## config.mk

```make
export PLATFORM = sky130hd
export DESIGN_NAME = disp_reg_bank
export DESIGN_NICKNAME = d
export VERILOG_FILES = /design/src/rtl/disp_reg_pkg.sv /design/src/rtl/disp_reg_channel.sv /design/src/rtl/disp_reg_bank.sv
export SDC_FILE = /design/constraint.sdc
export NUM_CORES = 1
export LEC_CHECK = 0
export ABC_AREA = 1
export CORE_ASPECT_RATIO = 0.8
export CORE_UTILIZATION = 40
export DETAILED_ROUTE_END_ITERATION = 10
export PLACE_DENSITY = 0.82
export SETUP_SLACK_MARGIN = 0.2
export SLEW_MARGIN = 5
export SYNTH_ARGS = -nofsm -noshare
export SYNTH_HDL_FRONTEND = slang
export SYNTH_SLANG_ARGS = --single-unit
```

## constraint.sdc

```tcl
create_clock -name iClock -period 1.68 [get_ports iClock]
set_input_delay 0.504 -clock iClock [delete_from_list [all_inputs] [get_ports iClock]]
set_output_delay 0.504 -clock iClock [all_outputs]
set_load 0.005 [all_outputs]
```

## src/rtl/disp_reg_pkg.sv

```systemverilog
// Package: disp_reg_pkg
// Shared definitions for the dispatcher register bank:
//   - byte offsets of the register map (CTRL, STATUS, ERR, TRIG_BASE, CNT_BASE)
//   - write/read handshake FSM state types
//   - trigger counter width, used when DISP_REG_TRIG_CNT_EN is defined
//   - wordIdx(): converts a byte offset to the decoded word index (bits [11:2])
package disp_reg_pkg;

  localparam int unsigned IDX_W = 10;
  localparam int unsigned CNT_W = 16;

  localparam logic [11:0] CTRL_OFFSET   = 12'h000;
  localparam logic [11:0] STATUS_OFFSET = 12'h004;
  localparam logic [11:0] ERR_OFFSET    = 12'h008;
  localparam logic [11:0] TRIG_BASE     = 12'h100;
  localparam logic [11:0] CNT_BASE      = 12'h200;

  typedef enum logic {W_IDLE, W_ACK} wr_state_t;
  typedef enum logic {R_IDLE, R_ACK} rd_state_t;

  function automatic logic [IDX_W-1:0] wordIdx(input logic [11:0] byteOffset);
    return byteOffset[11:2];
  endfunction

endpackage

```

## src/rtl/disp_reg_channel.sv

```systemverilog
// Module: disp_reg_channel
// One dispatcher channel: argument register, busy flag, sticky error flag,
// one-cycle trigger pulse and, when DISP_REG_TRIG_CNT_EN is defined, a
// 16-bit wrapping count of issued triggers.
// Ports:
//   iClock, iReset   clock, synchronous active-low reset
//   iEn              global enable (CTRL.EN)
//   iTrigWrite       accepted host write to this channel's TRIG register
//   iWriteData       host write data (loaded into the argument register)
//   iErrClear        W1C clear of this channel's error flag
//   iDone            one-cycle completion pulse from the engine
//   oArg             argument register
//   oBusy, oErr      busy and sticky error flags
//   oTrigger         one-cycle start pulse
//   oCount           trigger count (only with DISP_REG_TRIG_CNT_EN)
module disp_reg_channel
  import disp_reg_pkg::*;
#(
  parameter int DATA_W = 32
) (
  input  logic              iClock,
  input  logic              iReset,
  input  logic              iEn,
  input  logic              iTrigWrite,
  input  logic [DATA_W-1:0] iWriteData,
  input  logic              iErrClear,
  input  logic              iDone,
  output logic [DATA_W-1:0] oArg,
  output logic              oBusy,
  output logic              oErr,
  output logic              oTrigger
`ifdef DISP_REG_TRIG_CNT_EN
  ,
  output logic [CNT_W-1:0]  oCount
`endif
);

  // A done pulse frees the channel at the same edge, so a trigger arriving
  // together with done sees the channel idle and is accepted without error.
  logic busyAfterDone;
  logic fire;
  logic errSet;

  assign busyAfterDone = oBusy & ~iDone;
  assign fire          = iTrigWrite & iEn & ~busyAfterDone;
  assign errSet        = iTrigWrite & busyAfterDone;

  always_ff @(posedge iClock) begin
    // NOTE: the argument register drives oChArg directly, so it is reset
    // like any control flop rather than left uninitialised as storage.
    if (!iReset) begin
      oArg     <= '0;
      oBusy    <= 1'b0;
      oErr     <= 1'b0;
      oTrigger <= 1'b0;
    end else begin
      // NOTE: non-blocking assignments so every flop samples pre-edge values.
      if (iTrigWrite) oArg <= iWriteData;
      oBusy    <= fire | busyAfterDone;
      oTrigger <= fire;
      // A set at the same edge as a clear wins.
      oErr     <= (oErr & ~iErrClear) | errSet;
    end
  end

`ifdef DISP_REG_TRIG_CNT_EN
  logic [CNT_W-1:0] trigCnt;

  always_ff @(posedge iClock) begin
    if (!iReset) begin
      trigCnt <= '0;
    end else if (fire) begin
      trigCnt <= trigCnt + 1'b1;
    end
  end

  assign oCount = trigCnt;
`endif

endmodule

```

## src/rtl/disp_reg_bank.sv

```systemverilog
// Module: disp_reg_bank
// Multi-channel dispatcher register bank. Decodes host writes/reads using a
// two-phase valid/ack handshake, holds per-channel arguments and issues
// one-cycle trigger pulses, tracking busy/error status until iDone.
// Optional feature macro: DISP_REG_TRIG_CNT_EN adds per-channel trigger
// counters readable at 0x200+4*ch.
// Ports:
//   iClock, iReset                 clock, synchronous active-low reset
//   iWriteAddress/Data/Valid       host write request, oWriteAck acknowledge
//   iReadAddress/Valid             host read request
//   oReadData, oReadAck            registered read data and acknowledge
//   oTrigger                       per-channel start pulse
//   oChArg                         per-channel argument, ch0 in LSBs
//   iDone                          per-channel completion pulse
//   oBusy                          per-channel busy flag
module disp_reg_bank
  import disp_reg_pkg::*;
#(
  parameter int NUM_CH = 4,
  parameter int DATA_W = 32,
  parameter int ADDR_W = 32
) (
  input  logic                     iClock,
  input  logic                     iReset,
  input  logic [ADDR_W-1:0]        iWriteAddress,
  input  logic [DATA_W-1:0]        iWriteData,
  input  logic                     iWriteValid,
  output logic                     oWriteAck,
  input  logic [ADDR_W-1:0]        iReadAddress,
  output logic [DATA_W-1:0]        oReadData,
  input  logic                     iReadValid,
  output logic                     oReadAck,
  output logic [NUM_CH-1:0]        oTrigger,
  output logic [NUM_CH*DATA_W-1:0] oChArg,
  input  logic [NUM_CH-1:0]        iDone,
  output logic [NUM_CH-1:0]        oBusy
);

  localparam logic [IDX_W-1:0] CTRL_IDX   = wordIdx(CTRL_OFFSET);
  localparam logic [IDX_W-1:0] STATUS_IDX = wordIdx(STATUS_OFFSET);
  localparam logic [IDX_W-1:0] ERR_IDX    = wordIdx(ERR_OFFSET);
  localparam logic [IDX_W-1:0] TRIG_IDX   = wordIdx(TRIG_BASE);
`ifdef DISP_REG_TRIG_CNT_EN
  localparam logic [IDX_W-1:0] CNT_IDX    = wordIdx(CNT_BASE);
`endif

  wr_state_t wrState, wrNext;
  rd_state_t rdState, rdNext;

  logic              en;
  logic              wrAccept, rdAccept;
  logic              ctrlWrite, errWrite;
  logic [IDX_W-1:0]  wrIdx, rdIdx;
  logic [NUM_CH-1:0] trigWrite, errClear, errVec;
  logic [DATA_W-1:0] chArg [NUM_CH];
  logic [DATA_W-1:0] readMux;
`ifdef DISP_REG_TRIG_CNT_EN
  logic [CNT_W-1:0]  chCount [NUM_CH];
`endif

  // Only bits [11:2] select a register; the rest are don't-care.
  assign wrIdx = iWriteAddress[11:2];
  assign rdIdx = iReadAddress[11:2];

  logic unusedAddrBits;
  assign unusedAddrBits = ^{iWriteAddress[ADDR_W-1:12], iWriteAddress[1:0],
                            iReadAddress[ADDR_W-1:12], iReadAddress[1:0]};

  // State registers, enable bit and read data capture.
  always_ff @(posedge iClock) begin
    if (!iReset) begin
      wrState   <= W_IDLE;
      rdState   <= R_IDLE;
      en        <= 1'b1;
      oReadData <= '0;
    end else begin
      wrState <= wrNext;
      rdState <= rdNext;
      if (ctrlWrite) en <= iWriteData[0];
      if (rdAccept) oReadData <= readMux;
    end
  end

  // Write FSM: accept in W_IDLE, acknowledge for exactly one cycle in W_ACK.
  always_comb begin
    // NOTE: every output gets a default first so no path leaves one unassigned (no latches).
    wrNext    = wrState;
    wrAccept  = 1'b0;
    oWriteAck = 1'b0;
    case (wrState)
      W_IDLE: if (iWriteValid) begin
        wrAccept = 1'b1;
        wrNext   = W_ACK;
      end
      W_ACK: begin
        oWriteAck = 1'b1;
        wrNext    = W_IDLE;
      end
      default: wrNext = W_IDLE;
    endcase
  end

  // Read FSM, same shape as the write side.
  always_comb begin
    rdNext   = rdState;
    rdAccept = 1'b0;
    oReadAck = 1'b0;
    case (rdState)
      R_IDLE: if (iReadValid) begin
        rdAccept = 1'b1;
        rdNext   = R_ACK;
      end
      R_ACK: begin
        oReadAck = 1'b1;
        rdNext   = R_IDLE;
      end
      default: rdNext = R_IDLE;
    endcase
  end

  // Write decode; unmapped addresses and channels beyond NUM_CH fall through.
  always_comb begin
    ctrlWrite = 1'b0;
    errWrite  = 1'b0;
    trigWrite = '0;
    if (wrAccept) begin
      if (wrIdx == CTRL_IDX) ctrlWrite = 1'b1;
      if (wrIdx == ERR_IDX)  errWrite  = 1'b1;
      for (int ch = 0; ch < NUM_CH; ch++) begin
        if (wrIdx == TRIG_IDX + IDX_W'(ch)) trigWrite[ch] = 1'b1;
      end
    end
  end

  assign errClear = errWrite ? iWriteData[NUM_CH-1:0] : '0;

  for (genvar ch = 0; ch < NUM_CH; ch++) begin : genCh
    disp_reg_channel #(.DATA_W(DATA_W)) uChannel (
      .iClock     (iClock),
      .iReset     (iReset),
      .iEn        (en),
      .iTrigWrite (trigWrite[ch]),
      .iWriteData (iWriteData),
      .iErrClear  (errClear[ch]),
      .iDone      (iDone[ch]),
      .oArg       (chArg[ch]),
      .oBusy      (oBusy[ch]),
      .oErr       (errVec[ch]),
      .oTrigger   (oTrigger[ch])
`ifdef DISP_REG_TRIG_CNT_EN
      ,
      .oCount     (chCount[ch])
`endif
    );
    assign oChArg[ch*DATA_W +: DATA_W] = chArg[ch];
  end

  // Read mux sees current register values, so a read accepted at the same
  // edge as a write returns the pre-write contents.
  always_comb begin
    readMux = '0;
    if (rdIdx == CTRL_IDX)   readMux = DATA_W'(en);
    if (rdIdx == STATUS_IDX) readMux = DATA_W'(oBusy);
    if (rdIdx == ERR_IDX)    readMux = DATA_W'(errVec);
    for (int ch = 0; ch < NUM_CH; ch++) begin
      if (rdIdx == TRIG_IDX + IDX_W'(ch)) readMux = chArg[ch];
`ifdef DISP_REG_TRIG_CNT_EN
      if (rdIdx == CNT_IDX + IDX_W'(ch))  readMux = DATA_W'(chCount[ch]);
`endif
    end
  end

endmodule
```

Word-level counts from Yosys, hierarchy flattened
Index checks and enable logic that the tools add are counted.
- reductions and logical operators: 2
- bitwise operators: 42
- mux-type cells: 25
- equal/unequal tests: 11
- operators by type and width (cell ; count):
    two-way mux 32 bit ; 6
    equality test 10 x 7 -> 1 bit (second input constant) ; 8
    AND 1 bit ; 20
    equality test 10 x 2 -> 1 bit (second input constant) ; 2
    zero test 10 bit ; 2
    two-way mux 1 bit ; 15
    NOT 1 bit ; 14
    equality test 10 x 1 -> 1 bit (second input constant) ; 1
    two-way mux 4 bit ; 2
    OR 1 bit ; 8
    case mux 1 bit (2 select lines) ; 2
- register bits after elaboration: 175
- bits of input ports: 104

Longest topological paths before layout
Gate-level depths: netlist of the first run.
- depth in word-level cells: 8
- gate-level depth with buffers: 11
- mapped depth without buffers: 11

Hierarchy
A second synthesis of the first run with hierarchy kept.
- cell total of the unflattened synthesis: 1310
- area total of the unflattened synthesis: 8343.0 um^2
- modules (own cells, without submodules) (module ; area an instance (um^2) ; times used ; cells each ; sequential area each (um^2)):
    disp_reg_channel ; 1418.9 ; 4 ; 217 ; 700.7
    disp_reg_bank ; 2667.6 ; 1 ; 442 ; 700.7

Worst setup path before layout of the first run
Ideal clock, no wire load.
- kind: input -> register
- start point: input port iWriteAddress[5]
- end point: register genCh[1].uChannel.oArg[10]
- cell stages on the path: 6
- arrival: 1.461 ns
- setup slack: 0.099 ns
- setup time: 0.119 ns
- data required time: 1.561 ns
- path buffers: 1
- cell sequence: or2_4 nor3_1 nand3_1 buf_2 o21ai_1 a21oi_1
- word-level cells in the longest chain between the ends: 3
- ends and longest elaborated chain (element ; RTL line ; RTL):
    start, declared ; disp_reg_bank.sv:25 ; input logic [ADDR_W-1:0] iWriteAddress,
    equality test 10 x 7 -> 1 bit ; disp_reg_bank.sv:130 ; if (wrIdx == TRIG_IDX + IDX_W'(ch)) trigWrite[ch] = 1'b1;
    two-way mux 1 bit ; disp_reg_bank.sv:130 ;
    two-way mux 4 bit ; disp_reg_bank.sv:126 ; if (wrAccept) begin
    end signal, assigned ; disp_reg_channel.sv:58 ; if (iTrigWrite) oArg <= iWriteData;
    end, declared ; disp_reg_channel.sv:28 ; output logic [DATA_W-1:0] oArg,
No other way between the ends.
A chain may end at the register's enable or synchronous reset.

Worst setup path after layout of the first run
- start point: input port iWriteAddress[10]
- end point: register genCh[1].uChannel.oErr
- word-level cells in the longest chain between the ends: 7
- ends and longest elaborated chain (element ; RTL line ; RTL):
    equality test 10 x 2 -> 1 bit ; disp_reg_bank.sv:128 ; if (wrIdx == ERR_IDX) errWrite = 1'b1;
    two-way mux 1 bit ; disp_reg_bank.sv:128 ;
    two-way mux 1 bit ; disp_reg_bank.sv:126 ;
    two-way mux 4 bit ; disp_reg_bank.sv:135 ; assign errClear = errWrite ? iWriteData[NUM_CH-1:0] : '0;
    NOT 1 bit ; disp_reg_channel.sv:62 ; oErr <= (oErr & ~iErrClear) | errSet;
    AND 1 bit ; disp_reg_channel.sv:62 ;
    OR 1 bit (*) ; disp_reg_channel.sv:62 ;
    end signal, assigned ; disp_reg_channel.sv:62 ;
    end, declared ; disp_reg_channel.sv:30 ; output logic oErr,
Every way passes the cells marked *; elsewhere a longest branch is shown, timed or not.

==> results of run 1 <==
cell families after synthesis:
kind of cell / count (synthesis)
flip-flops: 175
AND/OR/NAND/NOR: 226
AO/OA/AOI/OAI: 367
buffers and inverters: 258
worst max-delay path: cells and delay by family:
family / cells / cell delay, ns
AND/OR/NAND/NOR: 4 / 0.81
AO/OA/AOI/OAI: 2 / 0.41
buffers and inverters: 1 / 0.21
power breakdown:
group | internal (W) | switching, W | total [W]
Clock | 0.00233 | 0.00175 | 0.00408
Sequential | 0.00418 | 0.0000209 | 0.00420
Combinational | 0.000297 | 0.000435 | 0.000731
Total | 0.00681 | 0.00220 | 0.00901
per-layer routing:
layer	track usage (%)	vias to the layer above	part of all wire (%)
met4	14.7	0	4.7
met3	8.18	134	12
li1	-	4040	-
met1	36.2	4187	38
met5	0	-	0
met2	49.0	650	46
registers in the layout, indices dropped and copies added (netlist names):
| register | cells |
|---|---|
| genCh.uChannel.oArg | 128 |
| genCh.uChannel.oBusy | 4 |
| rdState | 1 |
| genCh.uChannel.oErr | 4 |
| en | 1 |
| genCh.uChannel.oTrigger | 4 |
| wrState | 1 |
| oReadData | 32 |
layout make-up:
| type | instances | area (µm²) |
|---|---|---|
| fillers | 1493 | 6530 |
| clock buffers | 25 | 485 |
| flip-flops and latches | 175 | 3700 |
| inverters | 180 | 706 |
| clock inverters | 7 | 101 |
| multi-input cells | 594 | 3920 |
| repair buffers | 379 | 3310 |
| repair inverters | 1 | 8.76 |
| well taps | 258 | 323 |
cells in the mapped netlist (all sizes together):
cell type | n | area share (%)
o21ai | 181 | 12
inv | 180 | 8.6
dfxtp | 175 | 45
a21oi | 149 | 11
nand2 | 84 | 4.1
nor2 | 64 | 3.4
buf | 43 | 3.7
clkbuf | 35 | 1.7
nor3 | 33 | 2.7
a211oi | 32 | 4.8
nand3 | 29 | 1.9
nand4 | 14 | 1.2
o211ai | 3 | 0.29
a31o | 1 | 0.11
nand3b | 1 | 0.096
o22ai | 1 | 0.080
or2 | 1 | 0.11
timing repair:
item | CTS | global route
setup buffers | 64 | 8
cloned | 17 | 11
gates resized for setup | 750 | 257
pin swaps | 36 | 36
endpoints found under the setup margin | 341 | 270
hold buffers | 0 | 0
stage by stage:
stage | hold WS [ns] | worst slack, ns
6_report | 0.451 | 0.0406
5_1_grt | 0.454 | 0.0346
4_1_cts | 0.436 | 0.0522
3_5_place_dp | 0.450 | -0.502
3_3_place_gp | 0.447 | -0.470
2_1_floorplan | 0.450 | 0.152
how the worst max path moves through the flow:
stage                                       startpoint                                       to  slack, ns
2_1_floorplan                         iWriteAddress[5]  genCh[2].uChannel.oArg[10]$_SDFFE_PN0P_       0.15
3_3_place_gp                               iWriteValid   genCh[0].uChannel.oArg[4]$_SDFFE_PN0P_      -0.47
3_5_place_dp                           iReadAddress[7]                oReadData[9]$_SDFFE_PN0P_      -0.50
4_1_cts        genCh[1].uChannel.oArg[24]$_SDFFE_PN0P_                               oChArg[56]       0.05
5_1_grt                             wrState$_SDFF_PN0_        genCh[1].uChannel.oErr$_SDFF_PN0_       0.03
6_report                             iWriteAddress[10]        genCh[1].uChannel.oErr$_SDFF_PN0_       0.04
==> summary.txt, run 1 <==
Placement
  – I/O Buffers: 229
  – DP HPWL: 17000 µm
  – Placed cells: 1487
  – Gp weighted congestion: 0.856
  – Placed Area: about 11000 µm²

Run
  – Max-Cap Viols: 0

Final layout
  – Commonest non-fill, non-tap cells in the layout: inv_1 (164), dfxtp_2 (158), o21ai_1 (110)
  – Final Non-Filler Cells: between 1500 and 2000
  – Area Growth Syn to Fin: 60.5%
  – Design Area, Final: 12600 µm²
  – Final nets: 1452
  – Commonest non-fill, non-tap cell in the layout: inv_1
  – ANT cells: 0
  – Layout cells sized above 1: 53.4%
  – Final core occ: 65.8%

Synthesis
  – Synth unique cells: 30
  – Post-Synthesis Cell Area: 7820 µm²
  – Multiplexer area fraction after synthesis: 0%
  – YS warnings: 0
  – Post-synthesis simple-gate area fraction: 13.6%
  – Sequential share of the synthesized area: 44.8%
  – Number of synthesized register bits: 175
  – Largest family of logic cells by synthesized area: compound AO/OA/AOI/OAI gates
  – Synth Area in Adders: 0%
  – Xor and xnor area share after synthesis: 0%
  – Compound-Gate Fraction of Synth Area: between 20% and 30%
  – Post-synthesis average cell area: 7.63 µm²
  – Syn Inst Count: 1026
  – Syn nets: around 1100

Hold path
  – Worst Hold Class: in -> reg
  – Hold depth: 3
  – Hold Crit Start: iReset
  – Hold-critical path endpoint: genCh[0].uChannel.oArg[23]$_SDFFE_PN0P_

Clock tree
  – CTS Buf Count: 17
  – Worst-Skew Late Latency: ~0.43 ns
  – CTS root buffer: clkbuf_16
  – Worst-path clk slew: about 0.07 ns
  – H-tree lvl count: 4
  – CTS tree: built
  – Clock net sink count: about 180
  – Clock tree buffer depth: 2

GRT
  – All-Layer GR Usage: 30.0%
  – First-pass GRT wire length: 45600 µm
  – Vias in the first global route: 8241
  – Pin count of the biggest net entering global routing: 65
  – Overflow after GRT: 0
  – Initial antenna violation count: 0

Floorplanning
  – Top Ports: roughly 270
  – Die ar.: just over 20000 µm²
  – Initial Util: 41.0%
  – Rows: 45
  – Die Y-Extent: 127 µm
  – Die Width: 158 µm
  – Area of the core: about 19000 µm²

Route
  – DRT iter0 DRCs: 972
  – Avg WL per Cell: approximately 21 µm
  – Pre-Repair DR Iteration Count: 5
  – Antenna Nets Post-Route: 0
  – Final wirelength: ~34000 µm
  – Remaining DRCs: 0
  – Vias: 9011
  – Vias per cell: around 5.6

Setup path
  – Critical Path Max Stage Delay: between 0.3 and 0.4 ns
  – Reg2reg path depth: 6
  – WP data arrival: 1.93 ns
  – Crit path capture type: flop
  – R2R setup slack: ~0.050 ns
  – Worst r2r src: wrState$_SDFF_PN0_
  – Crit Path Max Fanout: 3
  – Startpoint types: input port
  – Critical Path, Cell by Cell: clkdlybuf4s15_1 > nor2_2 > nand2_4 > nor3_1 > nand2_1 > o211ai_1 > o21ai_0
  – R2r endpoint: genCh[1].uChannel.oErr$_SDFF_PN0_
  – CP max-delay cell: nor3_1
  – Critical path class: in -> reg
  – CP required: between 1.5 and 2 ns

STA
  – # setup viols final: 0
  – RSZ-0062 raised after global routing: true
  – Final Hold Viols: 0
  – Worst rel slew slack: about 70%
  – Final Critical Period: ~1.6 ns
  – F_max: 0.610 GHz
  – Setup TNS: 0 ns
  – Period utilization: 97.6%
  – Worst Skew: 0.00847 ns
  – Max-slew violations: 0
  – Worst-Margin Slew: around 0.45 ns

Outcome
  – Status: finished, final reports clean

Pwr
  – Lkg Pwr: 5.19 nW
  – Power Density: 718 nW/µm²
  – Overall Power: 0.00901 W
  – Peak supply drop: 530 µV
(Power assumes the default switching activity.)
==> run 2, diff against run 1 <==
--- a/config.mk
+++ b/config.mk
@@ -5,7 +5,7 @@
 export SDC_FILE = /design/constraint.sdc
 export NUM_CORES = 1
 export LEC_CHECK = 0
-export ABC_AREA = 1
+export ABC_AREA = 0
 export CORE_ASPECT_RATIO = 0.8
 export CORE_UTILIZATION = 40
 export DETAILED_ROUTE_END_ITERATION = 10
==> run 2 against run 1 <==
Net effect:
- the run now ends with negative setup slack left
- cell area is 8.9% higher
- setup slack got worse by 0.12 ns
- clock skew grew 0.0023 ns
- critical path depth down 1
- non-clock buffer count is 66 higher
- critical path type unchanged
==> summary.txt, run 2 <==
Placement
  – Post-placement worst setup slack: -0.733 ns
  – Placed Area: 10800 µm²
  – I/O Buffers: 229
  – DP HPWL: approximately 19000 µm
  – Gp weighted congestion: between 0.8 and 0.9

Setup path
  – Startpoint types: input port
  – CP required: 2.00 ns
  – WP data arrival: 2.08 ns
  – Crit Path Max Fanout: 14
  – Critical path class: in -> reg
  – Crit path capture type: flop

Synthesis
  – Post-Synthesis Cell Area: a little under 8000 µm²
  – Sequential share of the synthesized area: roughly 45%
  – Number of synthesized register bits: 175
  – Most used DFF post-synth: dfxtp_1
  – Dominant cell type by area after synthesis: dfxtp_1
  – Top cells by count, synth: nand2_1 (264), dfxtp_1 (175), a21boi_0 (112)
  – Share of flip-flops with an asynchronous set or reset: 0%
  – Synth unique cells: 48
  – YS warnings: 0
  – Post-synthesis average cell area: 8.09 µm²
  – Most frequent cell after synthesis: nand2_1
  – Syn nets: 1074
  – Synth top area share: about 45%
  – Syn Inst Count: 970
  – Post-synth EDFFs: 0
  – Area contributors post-synth: dfxtp_1 (45%), nand2_1 (13%), a21boi_0 (11%)

GRT
  – First-pass GRT wire length: 49100 µm
  – Overflow after GRT: 0
  – Pin count of the biggest net entering global routing: 64
  – Initial antenna violation count: 0
  – Vias in the first global route: 8685
  – All-Layer GR Usage: roughly a third

Route
  – Remaining DRCs: 0
  – Vias: 9669
  – Vias per cell: 6.01
  – DRT iter0 DRCs: approximately 970
  – Final wirelength: 38200 µm
  – Pre-Repair DR Iteration Count: 9
  – Avg WL per Cell: 23.7 µm
  – Antenna Nets Post-Route: 0

STA
  – Worst-Margin Slew: 0.631 ns
  – Final Critical Period: 1.76 ns
  – F_max: roughly 0.57 GHz
  – Hold WS: between 0.4 and 0.5 ns
  – Worst rel slew slack: between 50 and 60%
  – Worst Skew: 0.0108 ns
  – Final Worst Setup Slack: -0.0758 ns
  – Max-slew violations: 0
  – Final Hold Viols: 0
  – RSZ-0062 raised after global routing: true
  – # setup viols final: 6
  – Period utilization: 105%

Final layout
  – Final core occ: between 70 and 80%
  – Largest reg by FF count: genCh.uChannel.oArg
  – Design Area, Final: 13700 µm²
  – # fillers: 1299
  – Final nets: 1441
  – Layout cells sized above 1: 62.8%
  – Max reg flops: about 130
  – Commonest non-fill, non-tap cell in the layout: buf_4
  – Biggest regs: genCh.uChannel.oArg: 128 flops, oReadData: 32 flops
  – Area Growth Syn to Fin: 74.2%
  – ANT cells: 0
  – Commonest non-fill, non-tap cells in the layout: buf_4 (156), dfxtp_2 (155), nand2_1 (125)

Pwr
  – Power Density: 690 nW/µm²
  – Lkg Pwr: 5.88 nW
  – Peak supply drop: about 630 µV

Floorplanning
  – Die Y-Extent: 127 µm
  – Die Width: 159 µm
  – Top Ports: 274
  – Die ar.: about 20000 µm²
  – Area of the core: 19100 µm²
  – Initial Util: 41.1%
  – Rows: 45

Clock tree
  – Clock net sink count: 175
  – CTS tree: built
  – CTS Buf Count: 17
  – Worst-path clk slew: about 0.070 ns
  – Clock tree buffer depth: 2
  – Hold Buf Count CTS: 0
  – CTS root buffer: clkbuf_16
  – Worst-Skew Late Latency: 0.44 ns
  – H-tree lvl count: 4

Outcome
  – Status: finished with violations
  – Failing checks: negative setup slack

Run
  – Max-Cap Viols: 0

Hold path
  – Worst Hold Class: in -> reg
[run 2: changes by cell type after synthesis, sizes merged, moves of 11 or more]
| cell | delta |
|---|---|
| clkbuf | +30 |
| nand2 | +180 |
| nor4b | +31 |
| nor3 | -25 |
| o32ai | +28 |
| a211oi | -32 |
| buf | -11 |
| o21ai | -148 |
| inv | -148 |
| a221oi | +28 |
| a21boi | +132 |
| a21oi | -139 |
| nand3 | -24 |
[run 2: logic make-up (layout without fill, tap and decap cells)]
logic type / Yosys count / in the layout / share of synthesized area, %
AOI/OAI and AO/OA: 247 / 247 / 23.2
DFF: 175 / 175 / 44.6
and+or+nand+nor: 416 / 416 / 24.7
muxes: 3 / 3 / 0.383
buffers and inverters: 129 / 509 / 7.04
[run 2: metrics by stage]
stage | power, W | TNS (ns) | cells
after floorplan | 0.00468 | -3.47 | 970
after global placement | 0.00515 | -88.94 | 1433
after detailed placement | 0.00516 | -97.66 | 1433
after CTS | 0.00926 | -0.0267 | 1584
after global routing | 0.00965 | -0.341 | 1608
final | 0.00944 | -0.179 | 1608
[run 2: path summary, 6_finish.rpt]
path	start	endpoint	slack, ns	cells past startpoint
min	iReset	genCh[0].uChannel.oArg[14]$_SDFFE_PN0P_	0.41	2
max reg2reg	genCh[2].uChannel.oArg[27]$_SDFFE_PN0P_	oReadData[27]$_SDFFE_PN0P_	0.07	5
max	iReadAddress[5]	oReadData[27]$_SDFFE_PN0P_	-0.08	6
min reg2reg	genCh[2].uChannel.oArg[8]$_SDFFE_PN0P_	genCh[2].uChannel.oArg[8]$_SDFFE_PN0P_	0.46	2
[run 2: routing by layer]
metal	GRT usage [%]	up-vias	part of all wire, %
met4	16.3	0	5.2
met1	39.2	4649	36
met2	50.9	754	46
li1	-	4088	-
met5	0	-	0
met3	10.9	178	12
[run 2: critical path, stage by stage]
cell and delay, ns:
dlygate4sd2_1 0.34, buf_6 0.22, nor4b_1 0.44, o32ai_1 0.20, a221oi_2 0.28, nor2_1 0.09
[run 2: repair_timing]
action | 4_1_cts | 5_1_grt
setup endpoints to repair | 343 | 203
hold endpoints to repair | 0 | 0
pin swaps | 28 | 231
setup buffers | 110 | 11
gates resized for setup | 784 | 438
cloned | 9 | 13
[run 2: power breakdown]
part,total [W],internal (W),switching [W],leakage [nW]
sequential,0.00423,0.00419,0.0000373,1.49
combinational,0.000967,0.000442,0.000526,4.09
clock,0.00424,0.00242,0.00182,0.296
total,0.00944,0.00705,0.00238,5.88
[run 2: area by class of cell]
cell class / instances / area (µm²) / share of cell area [%]
Clock buffer: 19 / 453 / 3.31
Clock inverter: 13 / 159 / 1.16
Inverter: 32 / 120 / 0.878
Multi-Input combinational cell: 666 / 5180 / 37.9
Sequential cell: 175 / 3710 / 27.1
Tap cell: 258 / 323 / 2.36
Timing Repair Buffer: 445 / 3720 / 27.2
==> run 3, diff against run 2 <==
--- a/config.mk
+++ b/config.mk
@@ -9,7 +9,8 @@
 export CORE_ASPECT_RATIO = 0.8
 export CORE_UTILIZATION = 40
 export DETAILED_ROUTE_END_ITERATION = 10
-export PLACE_DENSITY = 0.82
+export GPL_TIMING_DRIVEN = 0
+export PLACE_DENSITY = 0.71
 export SETUP_SLACK_MARGIN = 0.2
 export SLEW_MARGIN = 5
 export SYNTH_ARGS = -nofsm -noshare
==> run 3 against run 2 <==
Net effect:
- the flow still finishes with violations (negative setup slack)
- hold slack better by 0.053 ns
- non-clock buffer count increased by 11
- final cell count is 0.68% higher
- cell area is 0.27% higher
- via count is 0.94% lower
- die area did not move
- sequential power about the same
==> summary.txt, run 3 (same netlist as run 2, synthesis figures left out) <==
Outcome
  – Status: finished with violations
  – Failing checks: negative setup slack

GRT
  – All-Layer GR Usage: 33.2%
  – Overflow after GRT: 0
  – First-pass GRT wire length: about 50000 µm
  – Vias in the first global route: 8669
  – Initial antenna violation count: 1
  – Pin count of the biggest net entering global routing: 17

Route
  – Antenna Nets Post-Route: 0
  – Remaining DRCs: 0
  – Vias per cell: 5.92
  – Vias: 9578
  – Avg WL per Cell: 23.5 µm
  – DRT iter0 DRCs: 1137
  – Pre-Repair DR Iteration Count: 6
  – Final wirelength: 38100 µm

Clock tree
  – CTS Buf Count: 17
  – Clock tree buffer depth: 2
  – Worst-path clk slew: 0.07 ns
  – Clock net sink count: about 180
  – Worst-Skew Late Latency: 0.44 ns
  – CTS root buffer: clkbuf_16
  – H-tree lvl count: 4
  – CTS tree: built
  – Hold Buf Count CTS: 0

Placement
  – Placed Area: 10600 µm²
  – DP HPWL: 21400 µm
  – Post-placement worst setup slack: -1.16 ns
  – I/O Buffers: 226
  – Gp weighted congestion: about 0.9

STA
  – Hold WS: 0.461 ns
  – RSZ-0062 raised after global routing: true
  – Max-slew violations: 0
  – Final Worst Setup Slack: -0.0646 ns
  – Worst rel slew slack: between 40% and 50%
  – F_max: 0.573 GHz
  – Final Critical Period: around 1.7 ns
  – Period utilization: 104%
  – Worst-Margin Slew: roughly 0.76 ns
  – Final Hold Viols: 0
  – # setup viols final: 18
  – Worst Skew: 0.00949 ns

Floorplanning
  – Initial Util: 41.1%
  – Die Y-Extent: 127 µm
  – Top Ports: 274
  – Die Width: 159 µm
  – Area of the core: about 19000 µm²
  – Die ar.: slightly above 20000 µm²
  – Rows: 45

Setup path
  – CP required: about 2.0 ns
  – Startpoint types: input port
  – Crit Path Max Fanout: 4
  – WP data arrival: 2.06 ns
  – Critical path class: in -> reg
  – Crit path capture type: flop

Pwr
  – Part of the power in registers: 45.8%
  – Peak supply drop: approximately 570 µV
  – Overall Power: 0.00921 W
  – Switching Share: 25.6%
  – P_int: 0.00685 W
  – Comb pwr share: 10.8%
  – Lkg Pwr: 5.91 nW
  – Power Density: 671 nW/µm²
  – Psw: 0.00236 W
  – Clock power share: roughly 43%

Final layout
  – ANT cells: 0
  – # fillers: 1309
  – Commonest non-fill, non-tap cell in the layout: dfxtp_2
  – Biggest regs: genCh.uChannel.oArg: 128 flops, oReadData: 32 flops
  – Max reg flops: 128
  – Area Growth Syn to Fin: 74.7%
  – Final core occ: 71.8%
  – Design Area, Final: 13700 µm²
  – Commonest non-fill, non-tap cells in the layout: dfxtp_2 (150), nand2_1 (125), buf_2 (122)
  – Largest reg by FF count: genCh.uChannel.oArg
  – Final nets: 1452
  – Layout cells sized above 1: 60.9%

Hold path
  – Worst Hold Class: reg -> reg

Run
  – Max-Cap Viols: 0
-- run 3: changes by cell type in the layout (fill, tap and decap cells not counted), sizes merged, moves of 2 or more --
| cell | delta |
|---|---|
| buf | -19 |
| clkbuf | +32 |
| clkdlybuf4s15 | +2 |
| clkinv | +2 |
| inv | -3 |
-- run 3: timing repair --
| item | 4_1_cts | 5_1_grt |
|---|---|---|
| endpoints found under the setup margin | 343 | 225 |
| pin swaps | 43 | 101 |
| cloned | 8 | 14 |
| gates resized for setup | 889 | 453 |
| buffers inserted | 107 | 4 |
| endpoints found under the hold margin | 0 | 0 |
-- run 3: routing by layer --
metal  vias up  wire [µm]  track usage (%)
li1       4105          -                -
met5         -          0                0
met1      4578      15000             44.8
met4         0       1770             14.4
met3       168       4520             8.24
met2       727      16800             50.1
-- run 3: worst paths after layout --
path / endpoint / cells past startpoint / from / slack (ns)
hold reg to reg: genCh[1].uChannel.oArg[13]$_SDFFE_PN0P_ / 2 / genCh[1].uChannel.oArg[13]$_SDFFE_PN0P_ / 0.46
hold / removal: genCh[1].uChannel.oArg[13]$_SDFFE_PN0P_ / 2 / genCh[1].uChannel.oArg[13]$_SDFFE_PN0P_ / 0.46
setup reg to reg: genCh[0].uChannel.oArg[22]$_SDFFE_PN0P_ / 8 / wrState$_SDFF_PN0_ / 0.06
setup / recovery: oReadData[1]$_SDFFE_PN0P_ / 7 / iReadAddress[11] / -0.06
-- run 3: worst max-delay path, stage by stage --
cell and delay (ns):
buf_6 0.09, or4_4 0.59, nor4b_4 0.27, buf_6 0.18, buf_6 0.13, nor4b_4 0.20
o31ai_2 0.10
-- run 3: stage by stage --
stage / TNS [ns] / std cells
after detailed placement: -135.67 / 1454
final: -0.376 / 1619
after CTS: -0.521 / 1601
after global placement: -132.57 / 1454
after floorplan: -3.47 / 970
after global routing: -1.26 / 1619
-- run 3: layout make-up --
type / instances / area, µm² / area share (%)
plain buffers: 97 / 1000 / 7.30
clock buffers: 22 / 454 / 3.31
clock inverters: 10 / 114 / 0.830
inverters: 32 / 124 / 0.903
multi-input cells: 666 / 5060 / 36.9
flip-flops and latches: 175 / 3720 / 27.1
well taps: 258 / 323 / 2.35
repair buffers: 359 / 2920 / 21.3
-- run 3: power groups by stage --
stage	Combinational (W)	Sequential, W	Clock (W)
6_report	0.000999	0.00421	0.00399
3_5_place_dp	0.000808	0.00431	0
4_1_cts	0.000874	0.00421	0.00393
2_1_floorplan	0.000369	0.00431	0
3_3_place_gp	0.000804	0.00431	0
5_1_grt	0.00104	0.00421	0.00415
